File: config.mk
export PLATFORM = sky130hd
export DESIGN_NAME = pipeline_ctrl_flat
export DESIGN_NICKNAME = d
export VERILOG_FILES = /design/src/rtl/rv32i_ctrl_pkg.sv /design/src/rtl/pipeline_ctrl_if.sv /design/src/rtl/pipeline_ctrl_hazard_detect.sv /design/src/rtl/pipeline_ctrl.sv /design/src/flat_wrapper.sv
export SDC_FILE = /design/constraint.sdc
export NUM_CORES = 1
export LEC_CHECK = 0
export ABC_AREA = 0
export CORE_MARGIN = 10
export CORE_UTILIZATION = 53
export CTS_BUF_LIST = sky130_fd_sc_hd__clkbuf_8
export DETAILED_ROUTE_END_ITERATION = 10
export GPL_TIMING_DRIVEN = 0
export PLACE_DENSITY = 0.94
export SLEW_MARGIN = 10
export SYNTH_ARGS = -nofsm -noshare
export SYNTH_HDL_FRONTEND = slang
export SYNTH_SLANG_ARGS = --single-unit
File: constraint.sdc
create_clock -name CLK -period 5.55 [get_ports CLK]
set_input_delay 0.8325 -clock CLK [delete_from_list [all_inputs] [get_ports CLK]]
set_output_delay 0.8325 -clock CLK [all_outputs]
set_load 0.01 [all_outputs]
File: src/rtl/rv32i_ctrl_pkg.sv
// Shared control definitions for the RV32I pipeline: FSM encodings, register/opcode
// constants and the sequencer output bundle.
package rv32i_ctrl_pkg;

  localparam logic [1:0] ENC_RUN      = 2'd0;
  localparam logic [1:0] ENC_FLUSH    = 2'd1;
  localparam logic [1:0] ENC_MEM_WAIT = 2'd2;
  localparam logic [1:0] ENC_HALT     = 2'd3;

  typedef enum logic [1:0] {
    ST_RUN      = ENC_RUN,
    ST_FLUSH    = ENC_FLUSH,
    ST_MEM_WAIT = ENC_MEM_WAIT,
    ST_HALT     = ENC_HALT
  } state_t;

  localparam logic [4:0] REG_X0 = 5'd0;

  localparam logic [6:0] OPC_LOAD   = 7'b0000011;
  localparam logic [6:0] OPC_FENCE  = 7'b0001111;
  localparam logic [6:0] OPC_OP_IMM = 7'b0010011;
  localparam logic [6:0] OPC_AUIPC  = 7'b0010111;
  localparam logic [6:0] OPC_STORE  = 7'b0100011;
  localparam logic [6:0] OPC_OP     = 7'b0110011;
  localparam logic [6:0] OPC_LUI    = 7'b0110111;
  localparam logic [6:0] OPC_BRANCH = 7'b1100011;
  localparam logic [6:0] OPC_JALR   = 7'b1100111;
  localparam logic [6:0] OPC_JAL    = 7'b1101111;
  localparam logic [6:0] OPC_SYSTEM = 7'b1110011;

  typedef struct packed {
    logic en_pc;
    logic if_id_en;
    logic nop_ins;
    logic if_id_flush;
    logic pipe_stall;
  } ctrl_out_t;

  localparam ctrl_out_t CO_RUN   = '{en_pc: 1'b1, if_id_en: 1'b1, nop_ins: 1'b0, if_id_flush: 1'b0, pipe_stall: 1'b0};
  localparam ctrl_out_t CO_MEMW  = '{en_pc: 1'b0, if_id_en: 1'b0, nop_ins: 1'b0, if_id_flush: 1'b0, pipe_stall: 1'b1};
  localparam ctrl_out_t CO_FLUSH = '{en_pc: 1'b1, if_id_en: 1'b1, nop_ins: 1'b1, if_id_flush: 1'b1, pipe_stall: 1'b0};
  localparam ctrl_out_t CO_HOLD  = '{en_pc: 1'b0, if_id_en: 1'b0, nop_ins: 1'b1, if_id_flush: 1'b0, pipe_stall: 1'b0};
  localparam ctrl_out_t CO_RESET = '{en_pc: 1'b0, if_id_en: 1'b0, nop_ins: 1'b1, if_id_flush: 1'b1, pipe_stall: 1'b0};

endpackage

File: src/rtl/pipeline_ctrl_if.sv
// Hazard/status inputs and pipeline control outputs between the datapath and the sequencer.
interface pipeline_ctrl_if;
  logic [4:0] id_rs1;
  logic [4:0] id_rs2;
  logic [4:0] ex_rd;
  logic       ex_is_load;
  logic       ex_pc_change;
  logic       undef_instr;
  logic       dmem_req;
  logic       dmem_ready;
  logic       trap_clr;
  logic       EN_PC;
  logic       if_id_en;
  logic       NOP_Ins;
  logic       if_id_flush;
  logic       pipe_stall;
  logic       halted;
  logic       mem_err;

  // datapath side
  modport master (
    output id_rs1, id_rs2, ex_rd, ex_is_load, ex_pc_change, undef_instr,
           dmem_req, dmem_ready, trap_clr,
    input  EN_PC, if_id_en, NOP_Ins, if_id_flush, pipe_stall, halted, mem_err
  );

  // sequencer side
  modport slave (
    input  id_rs1, id_rs2, ex_rd, ex_is_load, ex_pc_change, undef_instr,
           dmem_req, dmem_ready, trap_clr,
    output EN_PC, if_id_en, NOP_Ins, if_id_flush, pipe_stall, halted, mem_err
  );
endinterface

File: src/rtl/pipeline_ctrl_hazard_detect.sv
// Load-use hazard compare: a load in EX writes a register that the instruction in ID reads.
module hazard_detect
  import rv32i_ctrl_pkg::*;
(
  input  logic       ex_is_load,
  input  logic [4:0] ex_rd,
  input  logic [4:0] id_rs1,
  input  logic [4:0] id_rs2,
  output logic       lu_hazard
);

  // x0 is hardwired zero, so a load targeting it never creates a dependency
  assign lu_hazard = ex_is_load & (ex_rd != REG_X0) &
                     ((ex_rd == id_rs1) | (ex_rd == id_rs2));

endmodule

File: src/rtl/pipeline_ctrl.sv
// RV32I 5-stage pipeline sequencer: load-use bubbles, branch redirect flush, data memory
// wait with timeout, and halt on undefined instruction until trap_clr.
module pipeline_ctrl
  import rv32i_ctrl_pkg::*;
#(
  parameter int FLUSH_CYCLES = 1,
  parameter int MEM_TIMEOUT  = 15,
  parameter int CNT_W        = 8
) (
  input  logic              CLK,
  input  logic              rst_n,
  pipeline_ctrl_if.slave    bus
);

  localparam logic [CNT_W-1:0] FLUSH_LD = CNT_W'(FLUSH_CYCLES);
  localparam logic [CNT_W-1:0] TIMEOUT  = CNT_W'(MEM_TIMEOUT);
  localparam logic [CNT_W-1:0] CNT_ONE  = CNT_W'(1);

  state_t           state, state_nxt;
  logic [CNT_W-1:0] cnt, cnt_nxt;
  logic             halted_q, mem_err_q, err_set;
  logic             lu_hazard, mem_stall, run_eval;
  ctrl_out_t        o;

  hazard_detect u_hazard (
    .ex_is_load (bus.ex_is_load),
    .ex_rd      (bus.ex_rd),
    .id_rs1     (bus.id_rs1),
    .id_rs2     (bus.id_rs2),
    .lu_hazard  (lu_hazard)
  );

  assign mem_stall = bus.dmem_req & ~bus.dmem_ready;
  // The cycle memory completes is an ordinary RUN cycle: EX unfreezes, so a held redirect
  // is taken right here rather than one cycle late.
  assign run_eval  = (state == ST_RUN) | ((state == ST_MEM_WAIT) & bus.dmem_ready);

  always_ff @(posedge CLK or negedge rst_n) begin
    if (!rst_n) begin
      state     <= ST_RUN;
      cnt       <= '0;
      halted_q  <= 1'b0;
      mem_err_q <= 1'b0;
    end else begin
      state    <= state_nxt;
      cnt      <= cnt_nxt;
      halted_q <= (state_nxt == ST_HALT);
      if (err_set)           mem_err_q <= 1'b1;
      else if (bus.trap_clr) mem_err_q <= 1'b0;
    end
  end

  always_comb begin
    o         = CO_RUN;
    state_nxt = state;
    cnt_nxt   = cnt;
    err_set   = 1'b0;
    if (run_eval) begin
      state_nxt = ST_RUN;
      cnt_nxt   = '0;
      if (mem_stall) begin
        o         = CO_MEMW;
        state_nxt = ST_MEM_WAIT;
        cnt_nxt   = CNT_ONE;
      end else if (bus.ex_pc_change) begin
        o         = CO_FLUSH;
        state_nxt = ST_FLUSH;
        cnt_nxt   = FLUSH_LD;
      end else if (bus.undef_instr) begin
        o         = CO_HOLD;
        state_nxt = ST_HALT;
      end else if (lu_hazard) begin
        o = CO_HOLD;
      end
    end else begin
      case (state)
        ST_MEM_WAIT: begin
          o = CO_MEMW;
          if (cnt == TIMEOUT) begin
            state_nxt = ST_HALT;
            err_set   = 1'b1;
          end else if (cnt != '1) begin
            cnt_nxt = cnt + CNT_ONE;
          end
        end
        ST_FLUSH: begin
          o = CO_FLUSH;
          if (bus.ex_pc_change) begin
            cnt_nxt = FLUSH_LD;
          end else if (cnt <= CNT_ONE) begin
            state_nxt = ST_RUN;
            cnt_nxt   = '0;
          end else begin
            cnt_nxt = cnt - CNT_ONE;
          end
        end
        ST_HALT: begin
          // older instructions keep draining; only fetch/decode are held
          o = CO_HOLD;
          if (bus.trap_clr) begin
            state_nxt = ST_FLUSH;
            cnt_nxt   = FLUSH_LD;
          end
        end
        default: state_nxt = ST_RUN;
      endcase
    end
    if (!rst_n) o = CO_RESET;
  end

  assign bus.EN_PC       = o.en_pc;
  assign bus.if_id_en    = o.if_id_en;
  assign bus.NOP_Ins     = o.nop_ins;
  assign bus.if_id_flush = o.if_id_flush;
  assign bus.pipe_stall  = o.pipe_stall;
  assign bus.halted      = halted_q;
  assign bus.mem_err     = mem_err_q;

endmodule

File: src/flat_wrapper.sv
// flat-port wrapper written by rule: the top's interface ports become plain ports
module pipeline_ctrl_flat import rv32i_ctrl_pkg::*;
#(
  parameter int FLUSH_CYCLES = 1,
  parameter int MEM_TIMEOUT  = 15,
  parameter int CNT_W        = 8
)
  (CLK, rst_n, bus_id_rs1, bus_id_rs2, bus_ex_rd, bus_ex_is_load, bus_ex_pc_change, bus_undef_instr, bus_dmem_req, bus_dmem_ready, bus_trap_clr, bus_EN_PC, bus_if_id_en, bus_NOP_Ins, bus_if_id_flush, bus_pipe_stall, bus_halted, bus_mem_err);
  pipeline_ctrl_if bus_i ();
  input  logic CLK;
  input  logic rst_n;
  input wire logic [$bits(bus_i.id_rs1)-1:0] bus_id_rs1;
  input wire logic [$bits(bus_i.id_rs2)-1:0] bus_id_rs2;
  input wire logic [$bits(bus_i.ex_rd)-1:0] bus_ex_rd;
  input wire logic [$bits(bus_i.ex_is_load)-1:0] bus_ex_is_load;
  input wire logic [$bits(bus_i.ex_pc_change)-1:0] bus_ex_pc_change;
  input wire logic [$bits(bus_i.undef_instr)-1:0] bus_undef_instr;
  input wire logic [$bits(bus_i.dmem_req)-1:0] bus_dmem_req;
  input wire logic [$bits(bus_i.dmem_ready)-1:0] bus_dmem_ready;
  input wire logic [$bits(bus_i.trap_clr)-1:0] bus_trap_clr;
  output wire logic [$bits(bus_i.EN_PC)-1:0] bus_EN_PC;
  output wire logic [$bits(bus_i.if_id_en)-1:0] bus_if_id_en;
  output wire logic [$bits(bus_i.NOP_Ins)-1:0] bus_NOP_Ins;
  output wire logic [$bits(bus_i.if_id_flush)-1:0] bus_if_id_flush;
  output wire logic [$bits(bus_i.pipe_stall)-1:0] bus_pipe_stall;
  output wire logic [$bits(bus_i.halted)-1:0] bus_halted;
  output wire logic [$bits(bus_i.mem_err)-1:0] bus_mem_err;
  assign bus_i.id_rs1 = bus_id_rs1;
  assign bus_i.id_rs2 = bus_id_rs2;
  assign bus_i.ex_rd = bus_ex_rd;
  assign bus_i.ex_is_load = bus_ex_is_load;
  assign bus_i.ex_pc_change = bus_ex_pc_change;
  assign bus_i.undef_instr = bus_undef_instr;
  assign bus_i.dmem_req = bus_dmem_req;
  assign bus_i.dmem_ready = bus_dmem_ready;
  assign bus_i.trap_clr = bus_trap_clr;
  assign bus_EN_PC = bus_i.EN_PC;
  assign bus_if_id_en = bus_i.if_id_en;
  assign bus_NOP_Ins = bus_i.NOP_Ins;
  assign bus_if_id_flush = bus_i.if_id_flush;
  assign bus_pipe_stall = bus_i.pipe_stall;
  assign bus_halted = bus_i.halted;
  assign bus_mem_err = bus_i.mem_err;
  pipeline_ctrl #(.FLUSH_CYCLES(FLUSH_CYCLES), .MEM_TIMEOUT(MEM_TIMEOUT), .CNT_W(CNT_W)) u_core (.CLK(CLK), .rst_n(rst_n), .bus(bus_i));
endmodule
# After elaboration in Yosys (flattened, before gate mapping)
# Cells that the tools add are included.
[word_totals] reg_bits=12
[classes] magnitude_cmp=1 mux=30 add_sub_neg=2 reduce_logical=5 n_bitwise=7 eq_ne=11
[ops] op="8-bit two-way mux" count=7
[ops] op="5-bit two-way mux" count=6
[ops] op="8-bit case mux with 3 select lines" count=1
[ops] op="2-bit two-way mux" count=8
[ops] op="5-bit case mux with 3 select lines" count=1
[ops] op="5-bit equality test" count=2
[ops] op="3-bit by 2-bit != test with 1-bit output (second input constant)" count=3
[ops] op="8-bit by 1-bit adder with 8-bit output (second input constant)" count=1
[ops] op="8-bit by 4-bit equality test with 1-bit output (second input constant)" count=1
[ops] op="8-bit by 1-bit less-or-equal comparator with 1-bit output (second input constant)" count=1
[ops] op="8-bit != test (second input constant)" count=1
[ops] op="8-bit by 1-bit subtractor with 8-bit output (second input constant)" count=1
[ops] op="2-bit equality test (second input constant)" count=3
[ops] op="1-bit two-way mux" count=6
[ops] op="2-bit case mux with 3 select lines" count=1
[ops] op="5-bit nonzero test" count=1
[ops] op="1-bit AND" count=4
[ops] op="4-bit AND reduction" count=1
[ops] op="4-bit nonzero test" count=1
[ops] op="2-bit by 1-bit equality test with 1-bit output (second input constant)" count=1
[ops] op="2-bit logical NOT" count=1
[ops] op="1-bit OR" count=2
[ops] op="2-bit nonzero test" count=1
[ops] op="1-bit NOT" count=1

# Logic depth before layout (Yosys ltp)
# Gate-level depths: netlist of the first run.
[depth] depth_word=9 depth_mapped=8 mapped_depth_nobuf=7

# Hierarchy
# From an unflattened synthesis of the first run, not the netlist that was laid out.
[unflattened] cells_unflattened=142 area_unflattened_um2=1118.6
[by_module_without_submodules] mod="pipeline_ctrl" cells_per_inst=125 n_inst=1 area_per_inst_um2=993.5
[by_module_without_submodules] mod="hazard_detect" cells_per_inst=17 n_inst=1 area_per_inst_um2=125.1

# Worst setup path before layout of the first run
# No wires, ideal clock.
[synth_path] path_type="input-to-output" from="in bus_ex_rd[0]" to="out bus_NOP_Ins" path_stages=4 arrival_time_ps=2017 path_slack_ps=2701 cell_sequence="or4_1 -> o21a_1 -> a2111oi_0 -> nor2_1"
[synth_via] elab_chain_len=9 word_cells_on_any_way=12 cone_classes="eq/ne: 2; mux: 6; bitwise: 3; reduce/logical: 1"
[synth_rtl] element="start, declared" line_no="flat_wrapper.sv:14" text="input wire logic [$bits(bus_i.ex_rd)-1:0] bus_ex_rd;"
[synth_rtl] element="5-bit equality test or 5-bit nonzero test (tied branches)" line_no="pipeline_ctrl_hazard_detect.sv:14, pipeline_ctrl_hazard_detect.sv:13"
[synth_rtl] element="1-bit OR or 1-bit AND (tied branches)" line_no="pipeline_ctrl_hazard_detect.sv:14, pipeline_ctrl_hazard_detect.sv:13"
[synth_rtl] element="1-bit AND *" line_no="pipeline_ctrl_hazard_detect.sv:13" text="assign lu_hazard = ex_is_load & (ex_rd != REG_X0) &"
[synth_rtl] element="5-bit two-way mux *" line_no="pipeline_ctrl.sv:72" text="end else if (lu_hazard) begin"
[synth_rtl] element="5-bit two-way mux *" line_no="pipeline_ctrl.sv:69" text="end else if (bus.undef_instr) begin"
[synth_rtl] element="5-bit two-way mux *" line_no="pipeline_ctrl.sv:65" text="end else if (bus.ex_pc_change) begin"
[synth_rtl] element="5-bit two-way mux *" line_no="pipeline_ctrl.sv:61" text="if (mem_stall) begin"
[synth_rtl] element="5-bit two-way mux *" line_no="pipeline_ctrl.sv:58" text="if (run_eval) begin"
[synth_rtl] element="5-bit two-way mux *" line_no="pipeline_ctrl.sv:108" text="if (!rst_n) o = CO_RESET;"
[synth_rtl] element="end, declared" line_no="flat_wrapper.sv:23" text="output wire logic [$bits(bus_i.NOP_Ins)-1:0] bus_NOP_Ins;"
# Every way passes the cells marked *; elsewhere a longest branch is shown, timed or not.

# Worst setup path after layout of the first run
[layout_path] from="in rst_n" to="out bus_if_id_en"
[layout_via] elab_chain_len=1
[layout_rtl] element="start, declared" line_no="flat_wrapper.sv:11" text="input logic rst_n;"
[layout_rtl] element="5-bit two-way mux" line_no="pipeline_ctrl.sv:108"
[layout_rtl] element="end, declared" line_no="flat_wrapper.sv:22" text="output wire logic [$bits(bus_i.if_id_en)-1:0] bus_if_id_en;"
# No other way between the ends.

==> results of run 1 <==
[routing by layer]
metal  GRT usage  vias up
met3      0.0305       14
li1            -      563
met2       0.316       66
met1       0.169      575
met4      0.0481        0
met5           0        -
[sequential cells by signal, summed over array words and instances (netlist names)]
signal	flops
u_core.cnt	8
u_core.state	2
u_core.bus.halted	1
u_core.bus.mem_err	1
[kinds of logic (layout without fill, tap and decap cells)]
kind of cell / count (synthesis) / count (layout)
simple gates: 55 / 55
compound gates: 40 / 40
buf+inv: 13 / 45
xor+xnor: 12 / 12
flops: 12 / 12
fa+ha+maj: 3 / 3
mux: 1 / 1
[critical path, delay by kind of cell]
kind / cells / cell delay, ns
AND/OR/NAND/NOR: 3 / 0.81
AO/OA/AOI/OAI: 1 / 0.09
buffers and inverters: 3 / 1.60
[power groups by stage]
| stage | Clock, µW | Sequential (µW) | Combinational (µW) |
|---|---|---|---|
| floorplan | 0 | 148 | 297 |
| global placement | 0 | 152 | 390 |
| detailed placement | 0 | 157 | 411 |
| CTS | 77.6 | 157 | 418 |
| global route | 83.2 | 164 | 455 |
| finish | 76.5 | 160 | 423 |
[worst paths after layout]
| path | endpoint | slack [ns] | start |
|---|---|---|---|
| setup / recovery | bus_if_id_en | 1.37 | rst_n |
| hold / removal | u_core.bus.mem_err | 0.55 | u_core.bus.mem_err |
| setup reg to reg | u_core.cnt[5] | 3.40 | u_core.cnt[0] |
| hold reg to reg | u_core.bus.mem_err | 0.55 | u_core.bus.mem_err |
| max in group asynchronous | u_core.bus.halted | 4.10 | rst_n |
| min in group asynchronous | u_core.cnt[1] | 1.02 | rst_n |
[cells in the final DEF (no fill, tap or decap), drive strengths merged, types with 4 or more instances in the layout]
cell type	instances
inv	6
o21ai	13
nand3	6
dfrtp	12
buf	4
clkbuf	6
nor3	4
nand2	16
and3	4
clkdlybuf4s50	29
o22ai	4
xnor2	11
nor2	11
[metrics by stage]
stage	setup WS (ns)	area (µm²)	hold slack, ns
floorplan	2.70	1100	0.537
global placement	1.40	1430	0.515
detailed placement	1.37	1430	0.548
CTS	1.37	1470	0.557
global route	1.22	1470	0.615
finish	1.37	1470	0.546
[layout make-up]
cell class	instances	area [µm²]	share of cell area
inverters	6	22.5	0.0153
plain buffers	7	53.8	0.0367
flip-flops and latches	12	300	0.205
multi-input cells	111	726	0.494
well taps	27	33.8	0.0230
clock buffers	3	41.3	0.0281
repair buffers	29	290	0.198
==> flow_summary.toml, run 1 <==
[synthesis]
synth_compound_area_frac = 0.262
netlist.area_leader.share = 0.272
synthMuxAreaShare = 0.00908
synthTopCellsByCount = "nand2_1 (16), dfrtp_1 (12), o21ai_0 (12), nor2_1 (11), xnor2_1 (11)"
yosys_warnings = 0
async_flop_share = 1.00
synth_fp_nets = 162
synth_top_family_by_area = "compound AO/OA/AOI/OAI gates"
ys.flop_type = "dfrtp_1"
synth_area_mm2 = 0.00110
synth_area_leader_cell = "dfrtp_1"
avgSynthCellArea_um2 = 8.11
ys_ff_latch = 12
synth_edf_count = 0
synth_most_common_cell = "nand2_1"
syn_inst = 136
synth_cell_types = 46
synth_area_leaders = "dfrtp_1 (27%), xnor2_1 (8.7%), o21ai_0 (5.4%)"
synth-xor-area-share = 0.0953
synthAdderAreaFrac = 0.0341
ys_seq_area_frac = 0.272
synth-simple-area-share = 0.258

[cts]
cts-htree-levels = 1
cts_setup_buffers = 0
cts_buffers = 3
cts.clk_slew.worst_paths_ns = 0.05
numClockSinks = 12
cts_resized = 0
cts_tree = "built"
cts_root_buffer = "clkbuf_8"
cts_hold_buf = 0
clock_latency_ns = 0.24
clk_path_buf_depth = 2

[route]
drc = 0
avgRoutedWirePerCell_um = 17.4
via_per_inst = 6.25
drt-total-wl_um = 3400
first_pass_iters = 4
vias = 1218
ant_nets = 0
drt-met1-wl_um = 1230
drt_iter0_markers = 88
wl_met3_um = 194
top_layer = "met4"
wl_met2_um = 1890

[power_and_ir_drop]
combPwrFrac = 0.642
power.switching_uw = 303
finalPower_uw = 659
netSwitchingFraction = 0.460
intPower_uw = 356
p_clk_frac = 0.116
power.density_mw_per_mm2 = 449
p_leak_uw = 0.000593
seq_power_share = 0.242
ir_worst_vdd_uv = 284

[layout]
utilization = 0.748
drive_gt1_frac = 0.0833
fillers = 159
diodes = 0
nNetsFinal = 196
area_growth_pct = 33.1
finalNonFillerCells = 195

[sta]
tns_ns = 0
fin_crit_sh = 0.752
hold_viol_final = 0
worstMarginPinSlew_ns = 0.718
clock.fmax_mhz = 240
rsz0062_at_grt = "false"
finClkSkew_ns = 0.00374
finalCriticalPeriod_ns = 4.18
slew_headroom = 0.520
setup_viol = 0
maxSlewViolCount = 0

[placement]
gp_congestion = 0.881
dp.cells = 192
hpwl_um = 2620
port-buffer-count = 29

[setup_path]
crit_path_end_kind = "primary output"
critPathMaxStageDelay_ns = 0.91
crit_path_cell_trace = "clkdlybuf4s50_1 > nand2_1 > or3b_2 > nand2b_1 > o221ai_1 > buf_4 > clkdlybuf4s50_1"
cp_data_arrival_time_ns = 3.34
cp_max_fo = 15
start_kind = "input port"
r2r_cells = 7
required_ns = 4.72
cpMostUsedCell = "clkdlybuf4s50_1"
critPathKind = "input port to primary output"
worst_path_max_delay_cell = "clkdlybuf4s50_1"

[die]
num_io_pins = 30
row_count = 16
chipWidth_um = 65.6
start_util = 0.562
die-area_mm2 = 0.00430
coreArea_mm2 = 0.00196
fp.dieH_um = 65.6

[flow_run]
maxCapViolCount = 0

[min_path]
hp-class = "register to register"
hold_depth = 2

[global_routing]
grt_pass1_wl_um = 5650
antenna_found_initial = 0
grt_max_degree = 16
grt_overflow = 0
grt_pass1_vias = 1219
grt_usage = 0.162

[outcome]
status = "completed"
(Power assumes the default switching activity.)
==> inputs of run 2 (changes only) <==
- CORE_UTILIZATION: 53 -> 50
- PLACE_DENSITY: 0.94 -> 0.89
- clock period: 5.55 -> 4 ns (I/O delays scaled with it)
==> run 2 against run 1 <==
- sequential share of layout area down 0.19 points
- utilization down 1.5 points
- combinational power up 38%
- die area up 4.2%
- clock skew up 0.0012 ns
- wire length down 5.1%
- sequential power up 34%
- clock power up 75%
==> flow_summary.toml, run 2 (synthesized netlist as in run 1, its figures left out) <==
[die]
start_util = 0.545
chipWidth_um = 67.0
fp.dieH_um = 67.0
num_io_pins = 30
row_count = 16
coreArea_mm2 = 0.00202
die-area_mm2 = 0.00448

[layout]
diodes = 0
stdcell_area_mm2 = 0.00148
multi_input_area_um2 = 726
nNetsFinal = 196
largest_register_ffs = 8
final_common_cell = "clkdlybuf4s50_1"
reg_top3 = "u_core.cnt: 8 flops, u_core.state: 2 flops"
final_cell_mix = "clkdlybuf4s50_1 (29), nand2_1 (16), o21ai_0 (12), dfrtp_1 (12)"
fillers = 158
finalNonFillerCells = 196
drive_gt1_frac = 0.0888
seqCellArea_um2 = 300
regMostFlops = "u_core.cnt"
area_growth_pct = 34.4

[power_and_ir_drop]
p_leak_uw = 0.000600
power.density_mw_per_mm2 = 629
ir_worst_vdd_uv = 417

[route]
wl_met2_um = 1640
top_layer = "met4"
wl_met3_um = 207
ant_nets = 0
vias = 1176
drc = 0
drt_iter0_markers = 100
drt-total-wl_um = 3230
drt-met1-wl_um = 1330
via_per_inst = 6.00
avgRoutedWirePerCell_um = 16.5
first_pass_iters = 4

[setup_path]
start_kind = "input port"
critPathKind = "input port to primary output"
required_ns = 3.40
crit_path_end_kind = "primary output"
cp_data_arrival_time_ns = 3.09
cp_max_fo = 15

[cts]
cts.clk_slew.worst_paths_ns = 0.05
cts-htree-levels = 1
cts_buffers = 3
cts_tree = "built"
cts_hold_buf = 0
clock_latency_ns = 0.25
clk_path_buf_depth = 2
cts_resized = 0
numClockSinks = 12
cts_setup_buffers = 0
cts_root_buffer = "clkbuf_8"

[global_routing]
antenna_found_initial = 0
grt_pass1_vias = 1147
grt_max_degree = 16
grt_overflow = 0
grt_pass1_wl_um = 5400
grt_usage = 0.152

[placement]
port-buffer-count = 29
hpwl_um = 2480
dp.cells = 192
gp_congestion = 0.919
placed_cell_area_mm2 = 0.00143

[sta]
maxSlewViolCount = 0
hold_viol_final = 0
finClkSkew_ns = 0.00499
rsz0062_at_grt = "false"
fin_hold_ws_ns = 0.547
clock.fmax_mhz = 271
setup_viol = 0
slew_headroom = 0.528
worstMarginPinSlew_ns = 0.706
fin_crit_sh = 0.921
tns_ns = 0
finalCriticalPeriod_ns = 3.69

[min_path]
hp-class = "register to register"

[flow_run]
maxCapViolCount = 0

[outcome]
status = "completed"
-- run 2: path summary, 6_finish.rpt --
path	startpoint	end	slack [ns]	cells after the start
max	rst_n	bus_if_id_en	0.31	7
min reg2reg	u_core.bus.mem_err	u_core.bus.mem_err	0.55	2
max reg2reg	u_core.cnt[0]	u_core.cnt[5]	1.84	7
min	u_core.bus.mem_err	u_core.bus.mem_err	0.55	2
min in group asynchronous	rst_n	u_core.state[0]	0.75	1
max in group asynchronous	rst_n	u_core.cnt[0]	2.83	1
-- run 2: layer usage --
layer | GRT usage | vias up
met5 | 0 | -
met4 | 0.0359 | 0
met3 | 0.0385 | 10
met2 | 0.267 | 50
met1 | 0.180 | 555
li1 | - | 561
-- run 2: where the power goes --
group / switching [µW] / internal [µW]
Clock: 46.5 / 87.1
Combinational: 323 / 260
Sequential: 48.3 / 167
-- run 2: critical path, stage by stage --
cell and delay, ns:
clkdlybuf4s50_1 0.88, nand2_1 0.18, or3b_2 0.49, nand2b_1 0.16
o221ai_1 0.09, buf_4 0.15, clkdlybuf4s50_1 0.54
-- run 2: final cells by class --
class,instances,area share
multi-input combinational,111,0.490
clock buffer,4,0.0372
timing repair buffer,29,0.196
buffer,7,0.0363
sequential,12,0.203
inverter,6,0.0152
tap,27,0.0228
-- run 2: metrics by stage --
stage / setup slack, ns / power [µW] / util
3_5_place_dp: 0.282 / 776 / 0.705
6_report: 0.314 / 932 / 0.733
5_1_grt: 0.0912 / 994 / 0.733
2_1_floorplan: 1.62 / 618 / -
3_3_place_gp: 0.314 / 754 / 0.705
4_1_cts: 0.277 / 923 / 0.733
